## src/rtl/uart_tx_arbiter_if.sv

```systemverilog
// Requester and UART-transmitter signal bundle for uart_tx_arbiter.
// The slave view is the arbiter; the master view drives requests and models the UART.
interface uart_tx_arbiter_if #(
    parameter int unsigned DATA_LEN = 8,
    parameter int unsigned NUM_REQ  = 4
);
    logic [NUM_REQ-1:0]          req;
    logic [NUM_REQ*DATA_LEN-1:0] req_data;
    logic [NUM_REQ-1:0]          grant;
    logic [NUM_REQ-1:0]          done;
    logic [NUM_REQ-1:0]          err;
    logic                        u_tx_busy;
    logic                        u_tx_done;
    logic                        u_send_sig;
    logic [DATA_LEN-1:0]         u_data_out;

    modport master (
        output req, req_data, u_tx_busy, u_tx_done,
        input  grant, done, err, u_send_sig, u_data_out
    );

    modport slave (
        input  req, req_data, u_tx_busy, u_tx_done,
        output grant, done, err, u_send_sig, u_data_out
    );
endinterface

```

## src/rtl/uart_tx_arbiter.sv

```systemverilog
// Round-robin arbiter sharing one UART transmitter among NUM_REQ requesters.
// Each grant sends exactly one byte, then completes with done or, on watchdog
// expiry, with err. All outputs are registered.
module uart_tx_arbiter #(
    parameter int unsigned DATA_LEN  = 8,
    parameter int unsigned NUM_REQ   = 4,
    parameter int unsigned MAX_COUNT = 50000
) (
    input logic              clk,
    input logic              reset,
    uart_tx_arbiter_if.slave bus
);
    localparam int unsigned IDX_W = $clog2(NUM_REQ);
    // One extra count of headroom so MAX_COUNT itself is representable.
    localparam int unsigned WD_W  = $clog2(MAX_COUNT + 1);
    localparam logic [WD_W-1:0] WD_LAST = WD_W'(MAX_COUNT - 1);

    typedef enum logic [1:0] {StIdle, StSend, StWaitTx, StRelease} state_e;

    state_e              state_q;
    logic [NUM_REQ-1:0]  grant_q;
    logic [NUM_REQ-1:0]  done_q;
    logic [NUM_REQ-1:0]  err_q;
    logic                send_sig_q;
    logic [DATA_LEN-1:0] data_q;
    logic [WD_W-1:0]     wdog_q;
    logic [IDX_W-1:0]    ptr_q;
    logic [IDX_W-1:0]    owner_q;

    logic                pick_valid;
    logic [IDX_W-1:0]    pick_idx;
    logic [IDX_W-1:0]    cand_idx;
    logic [NUM_REQ-1:0]  pick_onehot;

    // Round-robin pick: scan from ptr+1 upward, wrapping; ptr itself is tried last.
    // Index arithmetic wraps naturally because NUM_REQ is a power of two (fixed 4).
    always_comb begin
        pick_valid  = 1'b0;
        pick_idx    = '0;
        cand_idx    = '0;
        pick_onehot = '0;
        for (int i = 1; i <= int'(NUM_REQ); i++) begin
            cand_idx = ptr_q + IDX_W'(i);
            if (!pick_valid && bus.req[cand_idx]) begin
                pick_valid = 1'b1;
                pick_idx   = cand_idx;
            end
        end
        pick_onehot[pick_idx] = 1'b1;
    end

    // Arbitration FSM with registered grant, pulses, data and watchdog.
    always_ff @(posedge clk) begin
        if (reset) begin
            state_q    <= StIdle;
            grant_q    <= '0;
            done_q     <= '0;
            err_q      <= '0;
            send_sig_q <= 1'b0;
            data_q     <= '0;
            wdog_q     <= '0;
            ptr_q      <= IDX_W'(NUM_REQ - 1);
            owner_q    <= '0;
        end else begin
            send_sig_q <= 1'b0;
            done_q     <= '0;
            err_q      <= '0;
            case (state_q)
                StIdle: begin
                    if (pick_valid && !bus.u_tx_busy) begin
                        grant_q    <= pick_onehot;
                        owner_q    <= pick_idx;
                        data_q     <= bus.req_data[pick_idx*DATA_LEN +: DATA_LEN];
                        send_sig_q <= 1'b1;
                        state_q    <= StSend;
                    end
                end
                StSend: begin
                    // Completion pulses this early belong to nobody and are dropped.
                    wdog_q  <= '0;
                    state_q <= StWaitTx;
                end
                StWaitTx: begin
                    if (bus.u_tx_done) begin
                        // Completion takes priority over a coincident expiry.
                        done_q  <= grant_q;
                        state_q <= StRelease;
                    end else begin
                        wdog_q <= wdog_q + 1'b1;
                        if (wdog_q == WD_LAST) begin
                            err_q   <= grant_q;
                            state_q <= StRelease;
                        end
                    end
                end
                StRelease: begin
                    grant_q <= '0;
                    ptr_q   <= owner_q;
                    state_q <= StIdle;
                end
                default: state_q <= StIdle;
            endcase
        end
    end

    assign bus.grant      = grant_q;
    assign bus.done       = done_q;
    assign bus.err        = err_q;
    assign bus.u_send_sig = send_sig_q;
    assign bus.u_data_out = data_q;
endmodule

```

## src/flat_wrapper.sv

```systemverilog
// flat-port wrapper written by rule: the top's interface ports become plain ports
module uart_tx_arbiter_flat 
#(
    parameter int unsigned DATA_LEN  = 8,
    parameter int unsigned NUM_REQ   = 4,
    parameter int unsigned MAX_COUNT = 50000
)
  (clk, reset, bus_req, bus_req_data, bus_u_tx_busy, bus_u_tx_done, bus_grant, bus_done, bus_err, bus_u_send_sig, bus_u_data_out);
  uart_tx_arbiter_if #(.DATA_LEN(DATA_LEN), .NUM_REQ(NUM_REQ)) bus_i ();
  input logic clk;
  input logic reset;
  input wire logic [$bits(bus_i.req)-1:0] bus_req;
  input wire logic [$bits(bus_i.req_data)-1:0] bus_req_data;
  input wire logic [$bits(bus_i.u_tx_busy)-1:0] bus_u_tx_busy;
  input wire logic [$bits(bus_i.u_tx_done)-1:0] bus_u_tx_done;
  output wire logic [$bits(bus_i.grant)-1:0] bus_grant;
  output wire logic [$bits(bus_i.done)-1:0] bus_done;
  output wire logic [$bits(bus_i.err)-1:0] bus_err;
  output wire logic [$bits(bus_i.u_send_sig)-1:0] bus_u_send_sig;
  output wire logic [$bits(bus_i.u_data_out)-1:0] bus_u_data_out;
  assign bus_i.req = bus_req;
  assign bus_i.req_data = bus_req_data;
  assign bus_i.u_tx_busy = bus_u_tx_busy;
  assign bus_i.u_tx_done = bus_u_tx_done;
  assign bus_grant = bus_i.grant;
  assign bus_done = bus_i.done;
  assign bus_err = bus_i.err;
  assign bus_u_send_sig = bus_i.u_send_sig;
  assign bus_u_data_out = bus_i.u_data_out;
  uart_tx_arbiter #(.DATA_LEN(DATA_LEN), .NUM_REQ(NUM_REQ), .MAX_COUNT(MAX_COUNT)) u_core (.clk(clk), .reset(reset), .bus(bus_i));
endmodule
```

## config.mk

```make
export PLATFORM = sky130hd
export DESIGN_NAME = uart_tx_arbiter_flat
export DESIGN_NICKNAME = d
export VERILOG_FILES = /design/src/rtl/uart_tx_arbiter_if.sv /design/src/rtl/uart_tx_arbiter.sv /design/src/flat_wrapper.sv
export SDC_FILE = /design/constraint.sdc
export NUM_CORES = 1
export LEC_CHECK = 0
export ABC_AREA = 1
export BUFFER_PORTS_ARGS = -buffer_cell sky130_fd_sc_hd__buf_4
export CORE_UTILIZATION = 30
export CTS_CLUSTER_DIAMETER = 120
export CTS_CLUSTER_SIZE = 24
export DETAILED_ROUTE_END_ITERATION = 16
export PLACE_DENSITY = 0.61
export SLEW_MARGIN = 20
export SYNTH_ARGS = -nofsm -noshare
export SYNTH_HDL_FRONTEND = slang
export SYNTH_SLANG_ARGS = --single-unit
```

## constraint.sdc

```tcl
create_clock -name clk -period 1.86 [get_ports clk]
set_clock_uncertainty 0.1 [all_clocks]
set_input_delay 0.093 -clock clk [delete_from_list [all_inputs] [get_ports clk]]
set_output_delay 0.093 -clock clk [all_outputs]
set_load 0.01 [all_outputs]
```

### Yosys cells after proc, flatten, opt, wreduce, memory -nomap -nowiden

Cells that the tools add are included.

| operators by class | value |
|---|---|
| add/subtract/negate cells | 4 |
| $mul | 0 |
| divide/modulo/power cells | 0 |
| $lt $le $gt $ge | 6 |
| eq/ne operators | 7 |
| shifts and indexed selects | 1 |
| muxes and demuxes | 27 |
| bitwise operators | 4 |
| reductions and logical operators | 19 |

Operator list:

| cell | number |
|---|---|
| case mux 16 bit (2 select lines) | 1 |
| indexed part select 32 x 6 -> 8 bit | 1 |
| adder 16 x 1 -> 16 bit, second input constant | 1 |
| equality test 16 bit, second input constant | 1 |
| 2-to-1 mux 16 bit | 1 |
| < comparator 2 x 3 -> 1 bit, second input constant | 5 |
| 2-to-1 mux 2 bit | 7 |
| 2-to-1 mux 1 bit | 10 |
| binary-select mux 1 bit (select 2 bit) | 4 |
| case mux 2 bit (4 select lines) | 1 |
| case mux 4 bit (2 select lines) | 1 |
| AND reduction 2 bit | 4 |
| logical AND 1 bit | 5 |
| adder 2 bit, second input constant | 2 |
| equality test 2 bit, second input constant | 2 |
| zero test 1 bit | 4 |
| 2-to-1 mux 4 bit | 1 |
| NOT 1 bit | 4 |
| nonzero test 2 bit | 2 |
| OR reduction 4 bit | 1 |
| != test 3 x 2 -> 1 bit, second input constant | 1 |
| OR reduction 3 bit | 1 |
| adder 2 x 1 -> 2 bit, second input constant | 1 |
| demux 1 bit (select 2 bit) | 1 |
| 6 further kinds | 6 |

| storage, ports and cells | value |
|---|---|
| flip-flop bits (word level) | 43 |
| bits in latches | 0 |
| RAM bits | 0 |
| bits in read-only memories | 0 |
| logic and storage cells | 77 |
| memories | 0 |

### Longest topological paths before layout

| logic depth | value |
|---|---|
| depth in word-level cells | 19 |
| gate-level depth with buffers | 17 |
| depth with buffers taken out | 15 |

### Worst setup path before layout

No wires, ideal clock.

| path | value |
|---|---|
| path type | flip-flop to flip-flop |
| start | reg u_core.state_q[0] |
| end | reg u_core.wdog_q[6] |
| setup time | 114 ps |
| arrival time | 1623 ps |
| path slack | 22 ps |
| stages on the path, launching flop included | 11 |
| clock period less this slack | 1838 ps |
| cell sequence | dfxtp_1 -> inv_1 -> ha_1 -> inv_1 -> or2_2 -> nand2_1 -> inv_1 -> nor3_1 -> nand2_1 -> xor2_1 -> nor2_1 |

| on the way | value |
|---|---|
| word-level cells in the longest chain between the ends | 3 |
| elaborated cells between the ends (all ways) | 6 |

Ends and longest elaborated chain:

| element | line | source |
|---|---|---|
| start, declared | uart_tx_arbiter.sv:20 | `state_e state_q;` |
| start signal, assigned | uart_tx_arbiter.sv:55 | `state_q <= StIdle;` |
| start signal, assigned | uart_tx_arbiter.sv:75 | `state_q <= StSend;` |
| start signal, assigned | uart_tx_arbiter.sv:81 | `state_q <= StWaitTx;` |
| equality test 2 bit / equality test 2 x 1 -> 1 bit (equally long branches) | uart_tx_arbiter.sv:68 | `case (state_q)` |
| != test 2 bit (no line) / nonzero test 2 bit (equally long branches) | n/a |  |
| AND reduction 2 bit (no line) | n/a |  |
| end signal, assigned | uart_tx_arbiter.sv:89 | `wdog_q <= wdog_q + 1'b1;` |
| end, declared | uart_tx_arbiter.sv:26 | `logic [WD_W-1:0] wdog_q;` |

Parallel ways exist; a longest one is shown, timed or not.
A chain may end at the register's enable or synchronous reset.

### Worst setup path after layout

| path | value |
|---|---|
| start | reg u_core.ptr_q[0] |
| end | reg u_core.data_q[5] (netlist: u_core.bus.u_data_out[5]) |

| on the way | value |
|---|---|
| word-level cells in the longest chain between the ends | 15 |
| elaborated cells between the ends (all ways) | 28 |

Ends and longest elaborated chain:

| element | line | source |
|---|---|---|
| start, declared | uart_tx_arbiter.sv:27 | `logic [IDX_W-1:0] ptr_q;` |
| start signal, assigned | uart_tx_arbiter.sv:62 | `ptr_q <= IDX_W'(NUM_REQ - 1);` |
| start signal, assigned | uart_tx_arbiter.sv:98 | `ptr_q <= owner_q;` |
| branches (longest 15 deep; another with adder 2 x 1 -> 2 bit) | n/a |  |
| end signal, assigned | uart_tx_arbiter.sv:73 | `data_q <= bus.req_data[pick_idx*DATA_LEN +: DATA_LEN];` |
| end, declared | uart_tx_arbiter.sv:25 | `logic [DATA_LEN-1:0] data_q;` |

Parallel ways; which one is timed is not known. The select of a mux whose other input is x is not followed.

==> flow_summary.toml <==
[outcome]
status = "finished, violations left"
violations = "negative setup slack"

[hold_path]
hp-class = "in -> reg"

[sta]
holdWs_ps = 6.27
period_share = 1.01
relSlewSlack = 0.723
slew_violations = 0
min_period_ps = 1880
fmax_mhz = 533
hold_viol = 0
postLayoutSetupSlackWorst_ps = -15.3
setup_viol = 5
rsz0062_at_grt = "true"
tightest_slew_ps = 415

[logic_synthesis]
syn_area_sq_um = 2360
synth_top_area_cell = "dfxtp_1"
ys_top_cells_by_area = "dfxtp_1 (36%), nand2_1 (14%), nand3_1 (8.9%), nor2_1 (5.1%), inv_1 (4.9%)"
synth_enable_flop_cells = 0
synth_nets = 385
post-synth-top-count-cell = "nand2_1"
yosys_warnings = 0
synth_top_area_frac = 0.365
synth_cell_types = 41
ys_ff_latch = 43
avgSynthCellArea_sq_um = 6.94
async_flop_share = 0
synthCells = 340
yosysSeqAreaShare = 0.365
synthFlopType = "dfxtp_1"
synth_common_cells = "nand2_1 (91), dfxtp_1 (43), nand3_1 (42), nor2_1 (32), inv_1 (31)"

[run]
max_cap_violations = 0

[clock_tree]
htreeDepth = 2
root_buffer = "clkbuf_8"
clockBufferDepth = 2
cts_tree = "yes"
cts_num_sinks = 43
cts_buffers = 5
clock_latency_ps = 300
cts.clk_slew.worst_paths_ps = 90

[die]
core_region_area_sq_um = 7410
rows = 31
die_w_microns = 90.7
io_pins = 61
initial_core_util = 0.319
die_area_sq_um = 8220
fp.dieH_microns = 90.7

[setup_path]
crit_family = "simple AND/OR/NAND/NOR gates"
critPathMaxFanout = 20
crit_chain = "inv_6, nand2_2, nand2_1, nand2_2, nand2_4, nor2_8, nand4_1, buf_4, nand3_4, inv_8, o21a_1, nand2_1, inv_1"
end_kind = "flop"
worstSetupStartpointType = "flop"
crit_buf_inv = 4
crit_arrival_ps = 1970
cpPeakStageDelay_ps = 420
slowest_stage = "dfxtp_4"
crit_required_ps = 1960
critPathKind = "reg -> reg"

[drt]
drc = 0
dr_total_vias = 2508
viasPerCell = 4.69
detail_route.wl_per_cell_microns = 11.9
detail-route-antenna-nets = 0
wirelength_microns = 6360
drtIter0Drc = 113
firstDrtPassIters = 4

[final_layout]
antenna_cells = 0
layout.nets = 480
area_delta_synth_final_pct = 47.5
drive_above_1_share = 0.369

[placement]
dp_hpwl_microns = 4670
globalplace.congestion = 0.847
io_buffers = 60

[grt]
antenna_found_initial = 0
grt_first_pass_wirelength_microns = 10300
track_usage = 0.152
grt_pass1_vias = 2292
grt_max_degree = 21
grt_overflow = 0

[power_and_ir_drop]
p_per_area_nw_per_um2 = 1210
peakVddDrop_mv = 0.501
fin_total_pwr_w = 0.00420
p_leak_nw = 1.60
[placed cells by master, fill, tap and decap left out, drive strengths merged, types with 2 or more instances in the layout]
cell type and instances:
nand2 102, buf 94, nand3 44, dfxtp 43
nor2 37, inv 34, a21oi 18, o21ai 13
clkbuf 6, nand4 5, ha 5, o21a 3
a211oi 3, dlygate4sd3 3, nor4 3, nor3 3
nand3b 2, a31oi 2, a22oi 2
[per-stage QoR]
| stage | cell area [sq um] | cells | util | TNS [ps] | setup slack (ps) |
|---|---|---|---|---|---|
| global placement | 3100 | 517 | 0.419 | -1140 | -130 |
| CTS | 3290 | 528 | 0.444 | -7.80 | -7.80 |
| global route | 3480 | 535 | 0.470 | -1990 | -151 |
| finish | 3480 | 535 | 0.470 | -42.3 | -15.3 |
| detailed placement | 3100 | 517 | 0.419 | -1950 | -205 |
| floorplan | 2360 | 340 | - | 0 | 22.4 |
[logic make-up (layout without fill, tap and decap cells)]
kind of cell    Yosys count  count (layout)  synth area share
flops                    43              43             0.365
fa+ha+maj                 5               5            0.0265
buf+inv                  45             140            0.0864
compound gates           48              48             0.123
xor+xnor                  1               1           0.00371
simple gates            198             199             0.396
[worst paths after layout]
check / cells past startpoint / to / startpoint / slack (ps)
setup / recovery: 13 / u_core.bus.u_data_out[5]$_SDFFE_PP0P_ / u_core.ptr_q[0]$_SDFFE_PP1P_ / -20
hold / removal: 5 / u_core.bus.u_data_out[3]$_SDFFE_PP0P_ / bus_req_data[27] / 6
setup reg to reg: 13 / u_core.bus.u_data_out[5]$_SDFFE_PP0P_ / u_core.ptr_q[0]$_SDFFE_PP1P_ / -20
hold reg to reg: 2 / u_core.wdog_q[2]$_SDFFE_PP0P_ / u_core.wdog_q[2]$_SDFFE_PP0P_ / 370
[layout make-up]
cell class	instances	area, sq um
fillers	756	3930
multi-input cells	253	1450
flip-flops and latches	43	871
repair buffers	97	768
inverters	35	150
well taps	99	124
clock buffers	6	82.6
clock inverters	2	35.0
[repair_timing]
item | 4_1_cts | 5_1_grt
endpoints found under the hold margin | 5 | 0
pin swaps | 2 | 9
cloned | 0 | 1
buffers inserted | 0 | 6
endpoints found under the setup margin | 19 | 28
hold buffers | 3 | 0
gates resized for setup | 11 | 42
[worst register-to-register path, cell delays in order (launching register included)]
cell and delay [ps]:
dfxtp_4 420, inv_6 60, nand2_2 60, nand2_1 80, nand2_2 100, nand2_4 70, nor2_8 140, nand4_1 130
buf_4 170, nand3_4 100, inv_8 80, o21a_1 170, nand2_1 60, inv_1 40
[flip-flops by register name, summed over array words and instances (netlist names)]
name,cells
u_core.bus.done,4
u_core.bus.u_data_out,8
u_core.bus.err,4
u_core.state_q,2
u_core.bus.u_send_sig,1
u_core.wdog_q,16
u_core.bus.grant,4
u_core.ptr_q,2
u_core.owner_q,2
[power by group]
| part | switching, W | internal [W] |
|---|---|---|
| sequential | 0.000105 | 0.00106 |
| clock | 0.000331 | 0.000435 |
| combinational | 0.00125 | 0.00102 |
| total | 0.00169 | 0.00252 |
[metal layers]
metal | up-vias | share of wire | GRT usage
met1 | 1124 | 0.49 | 0.207
met2 | 71 | 0.45 | 0.236
met3 | 2 | 0.054 | 0.0362
met4 | 0 | 0.0038 | 0.0444
li1 | 1311 | - | -
met5 | - | 0 | 0
Power figures use the tool's default switching activity.
